===== config.mk =====
export PLATFORM = sky130hd
export DESIGN_NAME = pll_lock_reset_seq_flat
export DESIGN_NICKNAME = d
export VERILOG_FILES = /design/src/rtl/pll_ctrl_pkg.sv /design/src/rtl/pll_lock_reset_seq_if.sv /design/src/rtl/pll_lock_reset_seq_sync_2ff.sv /design/src/rtl/pll_lock_reset_seq.sv /design/src/flat_wrapper.sv
export SDC_FILE = /design/constraint.sdc
export NUM_CORES = 1
export LEC_CHECK = 0
export CAP_MARGIN = 20
export CORE_MARGIN = 5
export CORE_UTILIZATION = 40
export DETAILED_ROUTE_END_ITERATION = 6
export MAX_ROUTING_LAYER = met4
export PLACE_DENSITY = 0.56
export SYNTH_ARGS = -nofsm -noshare
export SYNTH_HDL_FRONTEND = slang
export SYNTH_SLANG_ARGS = --single-unit

===== constraint.sdc =====
create_clock -name clk -period 2.6 [get_ports clk]
set_clock_uncertainty 0.15 [all_clocks]
set_input_delay 0.65 -clock clk [delete_from_list [all_inputs] [get_ports clk]]
set_output_delay 0.65 -clock clk [all_outputs]
set_load 0.02 [all_outputs]

===== src/rtl/pll_ctrl_pkg.sv =====
// Shared types and default timing for the PLL lock / reset sequencer.
// State encoding is fixed so other blocks can decode it.
package pll_ctrl_pkg;

    typedef enum logic [1:0] {
        RESET_PLL = 2'd0,
        WAIT_LOCK = 2'd1,
        HOLD      = 2'd2,
        RUN       = 2'd3
    } state_t;

    localparam int unsigned DEF_RST_PULSE      = 16;
    localparam int unsigned DEF_STABLE_CYCLES  = 1024;
    localparam int unsigned DEF_TIMEOUT_CYCLES = 1048576;
    localparam int unsigned DEF_HOLD_CYCLES    = 4096;
    localparam int unsigned DEF_CNT_W          = 21;

    function automatic logic [7:0] sat_inc(input logic [7:0] v);
        return (v == 8'hFF) ? v : v + 8'd1;
    endfunction

endpackage


===== src/rtl/pll_lock_reset_seq_if.sv =====
// PLL control/status bundle plus the downstream reset outputs.
// master = sequencer side, slave = PLL and downstream side.
interface pll_lock_reset_seq_if;

    logic       pll_lock;
    logic       pll_reset;
    logic       sys_reset_n;
    logic       ready;
    logic [7:0] retry_count;

    modport master (
        input  pll_lock,
        output pll_reset,
        output sys_reset_n,
        output ready,
        output retry_count
    );

    modport slave (
        output pll_lock,
        input  pll_reset,
        input  sys_reset_n,
        input  ready,
        input  retry_count
    );

endinterface


===== src/rtl/pll_lock_reset_seq_sync_2ff.sv =====
// Single-bit two-flop synchronizer, reset to 0.
// Shared by the clock-crossing blocks of the design.
module sync_2ff (
    input  logic clk,
    input  logic reset_n,
    input  logic d,
    output logic q
);

    logic meta;

    always_ff @(posedge clk or negedge reset_n) begin
        if (!reset_n) begin
            meta <= 1'b0;
            q    <= 1'b0;
        end else begin
            meta <= d;
            q    <= meta;
        end
    end

endmodule


===== src/rtl/pll_lock_reset_seq.sv =====
// Drives PLL reset, qualifies LOCK and releases a clean downstream reset.
// Runs on the board clock, so it keeps working while the PLL is unlocked.
module pll_lock_reset_seq
    import pll_ctrl_pkg::*;
#(
    parameter int unsigned RST_PULSE      = DEF_RST_PULSE,
    parameter int unsigned STABLE_CYCLES  = DEF_STABLE_CYCLES,
    parameter int unsigned TIMEOUT_CYCLES = DEF_TIMEOUT_CYCLES,
    parameter int unsigned HOLD_CYCLES    = DEF_HOLD_CYCLES,
    parameter int unsigned CNT_W          = DEF_CNT_W
) (
    input  logic                 clk,
    input  logic                 reset_n,
    pll_lock_reset_seq_if.master pll
);

    localparam logic [CNT_W-1:0] ONE      = CNT_W'(1);
    localparam logic [CNT_W-1:0] RST_LAST = CNT_W'(RST_PULSE - 1);
    localparam logic [CNT_W-1:0] STB_LAST = CNT_W'(STABLE_CYCLES - 1);
    localparam logic [CNT_W-1:0] TO_LAST  = CNT_W'(TIMEOUT_CYCLES - 1);
    localparam logic [CNT_W-1:0] HLD_LAST = CNT_W'(HOLD_CYCLES);

    state_t           state;
    state_t           state_nxt;
    logic [CNT_W-1:0] cnt;
    logic [CNT_W-1:0] cnt_nxt;
    logic [CNT_W-1:0] stab;
    logic [CNT_W-1:0] stab_nxt;
    logic             retry_evt;
    logic             lock_s;

    sync_2ff u_lock_sync (
        .clk     (clk),
        .reset_n (reset_n),
        .d       (pll.pll_lock),
        .q       (lock_s)
    );

    always_comb begin
        state_nxt = state;
        cnt_nxt   = cnt + ONE;
        stab_nxt  = stab;
        retry_evt = 1'b0;
        unique case (state)
            RESET_PLL: begin
                if (cnt == RST_LAST) begin
                    state_nxt = WAIT_LOCK;
                    cnt_nxt   = '0;
                    stab_nxt  = '0;
                end
            end
            WAIT_LOCK: begin
                // any low cycle restarts qualification; timeout keeps running
                stab_nxt = lock_s ? stab + ONE : '0;
                if (lock_s && stab == STB_LAST) begin
                    state_nxt = HOLD;
                    cnt_nxt   = '0;
                end else if (cnt == TO_LAST) begin
                    state_nxt = RESET_PLL;
                    cnt_nxt   = '0;
                    retry_evt = 1'b1;
                end
            end
            HOLD: begin
                if (!lock_s) begin
                    state_nxt = RESET_PLL;
                    cnt_nxt   = '0;
                    retry_evt = 1'b1;
                end else if (cnt == HLD_LAST) begin
                    state_nxt = RUN;
                    cnt_nxt   = '0;
                end
            end
            RUN: begin
                cnt_nxt = cnt;
                if (!lock_s) begin
                    state_nxt = RESET_PLL;
                    cnt_nxt   = '0;
                    retry_evt = 1'b1;
                end
            end
            default: state_nxt = RESET_PLL;
        endcase
    end

    // outputs decode next state so they change on the transition edge
    always_ff @(posedge clk or negedge reset_n) begin
        if (!reset_n) begin
            state           <= RESET_PLL;
            cnt             <= '0;
            stab            <= '0;
            pll.pll_reset   <= 1'b1;
            pll.sys_reset_n <= 1'b0;
            pll.ready       <= 1'b0;
            pll.retry_count <= 8'd0;
        end else begin
            state           <= state_nxt;
            cnt             <= cnt_nxt;
            stab            <= stab_nxt;
            pll.pll_reset   <= (state_nxt == RESET_PLL);
            pll.sys_reset_n <= (state_nxt == RUN);
            pll.ready       <= (state_nxt == RUN);
            if (retry_evt) begin
                pll.retry_count <= sat_inc(pll.retry_count);
            end
        end
    end

endmodule


===== src/flat_wrapper.sv =====
// flat-port wrapper written by rule: the top's interface ports become plain ports
module pll_lock_reset_seq_flat import pll_ctrl_pkg::*;
#(
    parameter int unsigned RST_PULSE      = DEF_RST_PULSE,
    parameter int unsigned STABLE_CYCLES  = DEF_STABLE_CYCLES,
    parameter int unsigned TIMEOUT_CYCLES = DEF_TIMEOUT_CYCLES,
    parameter int unsigned HOLD_CYCLES    = DEF_HOLD_CYCLES,
    parameter int unsigned CNT_W          = DEF_CNT_W
)
  (clk, reset_n, pll_pll_lock, pll_pll_reset, pll_sys_reset_n, pll_ready, pll_retry_count);
  pll_lock_reset_seq_if pll_i ();
  input  logic clk;
  input  logic reset_n;
  input wire logic [$bits(pll_i.pll_lock)-1:0] pll_pll_lock;
  output wire logic [$bits(pll_i.pll_reset)-1:0] pll_pll_reset;
  output wire logic [$bits(pll_i.sys_reset_n)-1:0] pll_sys_reset_n;
  output wire logic [$bits(pll_i.ready)-1:0] pll_ready;
  output wire logic [$bits(pll_i.retry_count)-1:0] pll_retry_count;
  assign pll_i.pll_lock = pll_pll_lock;
  assign pll_pll_reset = pll_i.pll_reset;
  assign pll_sys_reset_n = pll_i.sys_reset_n;
  assign pll_ready = pll_i.ready;
  assign pll_retry_count = pll_i.retry_count;
  pll_lock_reset_seq #(.RST_PULSE(RST_PULSE), .STABLE_CYCLES(STABLE_CYCLES), .TIMEOUT_CYCLES(TIMEOUT_CYCLES), .HOLD_CYCLES(HOLD_CYCLES), .CNT_W(CNT_W)) u_core (.clk(clk), .reset_n(reset_n), .pll(pll_i));
endmodule

==> out/results.ini <==
[route]
vias=2669
drc=0
drt-total-wl_mm=6.99
viasPerCell=5.76
first_iter_violations=113
ant_nets=0
dr.pass1.iters=4
wire_per_inst_um=15.1

[synthesis]
synth_top_family_by_area=simple AND/OR/NAND/NOR gates
muxShareOfSynthArea_pct=1.02
yosys.area_share.simple_pct=28.5
synth-adder-area-share_pct=1.57
syn_area_um2=3190
synth-seq-cells=56
yosysSeqAreaShare_pct=44.0
synth_area_leaders=dfrtp_1 43%, o21ai_0 5.6%, nand2_1 5.3%, and3_1 2.9%, nor4_1 2.7%
yosys.area.top_type=dfrtp_1
synth.avg_cell_area_um2=9.27
syn-num-nets=351
synthCells=344
yosysWarnings=0
synthXorXnorAreaFrac_pct=2.75
synth-compound-area-share_pct=18.2
netlist.area_leader.share_pct=43.1
ys_async_sr_fraction_pct=100
ys.flop_type=dfrtp_1
ys_types=58
synth_edf_count=0

[floorplanning]
die_y_um=99.3
die_area_um2=9860
ios=14
num_rows=32
die_x_um=99.3
initial_utilization_pct=41.1
core-area_um2=7770

[cts]
path_clk_slew_ps=100
insertion_delay_ps=300
ctsHoldBuffers=0
htreeDepth=2
cts_root_buf=clkbuf_8
cts_buffers=5
cts_sinks=56
max-clock-path-buffers=2
tritoncts=yes
post_cts_buffers=0

[power_and_ir_drop]
power_density_nw_per_um2=399
power_mw=1.41
ir_worst_vdd_v=0.000262
p_leak_nw=1.57

[sta]
setup_viol=0
period_needed_ps=2450
finalHoldViolations=0
setup_ws_ps=153
fin_crit_sh_pct=94.1
fmax_mhz=409
tightestPinTransition_ps=967
rsz0062_at_grt=yes
slew_headroom_pct=35.1
final-max-slew-violation-count=0

[final_layout]
nets=367
diodes=0
fin_cells=463
synthToLayoutAreaGrowth_pct=11.1
final_cell_area_um2=3540
drive_gt1_share_pct=11.6
fill_cells=770

[place]
placedCellCount=455
port_buffers=13
placed_cell_area_um2=3450
dp_slack_ps=110
dp_hpwl_mm=4.88
place_congestion=0.799

[worst_setup_path]
crit_buf_inv=0
endpoint_kind=register
critPathArrivalTime_ps=2490
path_class=register to register
cp_max_fo=9
startpoint_type=register
path_cells=ha_1, nand2_1, nor4_4, and3_1, a31o_2, and2_1, mux2_2
worstPathRequired_ps=2640
cpMaxStageDelayCell=dfrtp_1
cp_top_family=simple AND/OR/NAND/NOR gates
critical-path-max-stage-delay_ps=410

[min_path]
hold_class=primary input to async pin

[global_routing]
grt_max_degree=40
overflow=0
grt_usage_pct=15.3
grt_pass1_wl_mm=12.3
antenna_found_initial=0
grt_pass1_vias=2508

[outcome]
outcome=finished clean

[run]
max-cap-violations=0

## area by class of cell
class	count	area, um^2	share of cell area (%)
inverter	3	11.3	0.318
tap	102	128	3.60
clock buffer	6	82.6	2.33
timing repair buffer	27	243	6.85
multi-input combinational	267	1670	47.1
sequential	56	1400	39.6
clock inverter	2	10.0	0.282
## cell families after synthesis
family                   count (synthesis)
adder cells (fa/ha/maj)                  4
AO/OA/AOI/OAI                           86
AND/OR/NAND/NOR                        164
flip-flops                              56
buffers and inverters                   21
multiplexers                             3
XOR/XNOR                                10
## worst reg2reg max path: stages, from the launching register on
cell and delay, ps:
dfrtp_1 410, ha_1 220, nand2_1 160, nor4_4 360
and3_1 270, a31o_2 260, and2_1 190, mux2_2 340
## layer usage
layer / vias up / track usage [%] / share of wire, %
met2: 27 / 24.3 / 48
met3: 5 / 2.59 / 2.1
met5: - / - / 0
li1: 1324 / - / -
met4: 0 / 2.52 / 0.56
met1: 1313 / 20.9 / 50
## stage by stage
stage	TNS (ps)	utilization (%)	hold WS (ps)
5_1_grt	-0.402	45.6	154
3_5_place_dp	0	44.4	196
4_1_cts	0	45.6	145
2_1_floorplan	0	-	181
6_report	0	45.6	133
3_3_place_gp	0	44.4	198
## sequential cells by signal (all words and copies together) (netlist names)
| signal | cells |
|---|---|
| u_core.cnt | 21 |
| u_core.stab | 21 |
| u_core.pll.retry_count | 8 |
| u_core.state | 2 |
| u_core.pll.pll_reset | 1 |
| u_core.pll.sys_reset_n | 1 |
| u_core.u_lock_sync.meta | 1 |
| u_core.u_lock_sync.q | 1 |
## Yosys cell counts (2+ instances only)
| library cell | number |
|---|---|
| nor4_1 | 14 |
| a21oi_1 | 3 |
| nor2_1 | 18 |
| buf_2 | 2 |
| nor3_1 | 4 |
| dfrtp_1 | 55 |
| nand2_1 | 45 |
| o41ai_1 | 4 |
| a2111oi_0 | 6 |
| buf_4 | 2 |
| xnor2_1 | 2 |
| and2_1 | 5 |
| clkbuf_8 | 3 |
| and3_1 | 15 |
| nor2b_1 | 6 |
| o31ai_1 | 3 |
| a31oi_1 | 7 |
| inv_1 | 3 |
| o21ai_0 | 36 |
| a221o_1 | 2 |
| and4_1 | 3 |
| xor2_1 | 8 |
| a21o_1 | 7 |
| a22o_1 | 6 |
| nand4_1 | 12 |
| clkbuf_1 | 10 |
| ha_1 | 4 |
| or2_0 | 2 |
| or3_1 | 4 |
| nor4b_1 | 4 |
| or3_2 | 3 |
| or2_2 | 3 |
| o22a_1 | 3 |
| nand3_1 | 16 |
## report_power, final
part           switching (mW)  internal (mW)  total [mW]
registers             0.00615          0.876       0.882
logic                  0.0306         0.0116      0.0422
clock network           0.276          0.214       0.490
## worst paths after layout
path,start,to,slack [ps],cells after the start
worst min register to register,u_core.u_lock_sync.meta,u_core.u_lock_sync.q,210,0
worst max-delay path,u_core.cnt[0],u_core.pll.retry_count[1],150,7
min in group clk,u_core.u_lock_sync.meta,u_core.u_lock_sync.q,210,0
worst max register to register,u_core.cnt[0],u_core.pll.retry_count[1],150,7
max in group asynchronous,reset_n,u_core.pll.retry_count[6],1590,2
worst min-delay path,reset_n,u_core.cnt[10],130,1
## layout by cell type, fill, tap and decap left out, drive strengths merged, types with 4 or more instances in the layout
| cell | synthesis | layout |
|---|---|---|
| nand2 | 45 | 45 |
| or2 | 6 | 6 |
| o41ai | 4 | 4 |
| nor2b | 6 | 6 |
| o21ai | 37 | 37 |
| nor4b | 4 | 4 |
| and2 | 5 | 5 |
| a21o | 8 | 8 |
| nor4 | 16 | 16 |
| and3 | 16 | 16 |
| dfrtp | 55 | 55 |
| nor3 | 5 | 5 |
| xor2 | 8 | 8 |
| clkdlybuf4s50 | 1 | 12 |
| a22o | 6 | 6 |
| buf | 4 | 15 |
| or3 | 8 | 8 |
| a31oi | 7 | 7 |
| clkbuf | 13 | 6 |
| a2111oi | 7 | 7 |
| nand3 | 17 | 17 |
| ha | 4 | 4 |
| nor2 | 19 | 19 |
| nand4 | 12 | 12 |
## timing repair
action / 4_1_cts / 5_1_grt
gates resized for setup: 0 / 1
setup endpoints to repair: 0 / 8
endpoints found under the hold margin: 0 / 0
No activity file was read; power rests on OpenSTA's default activity.
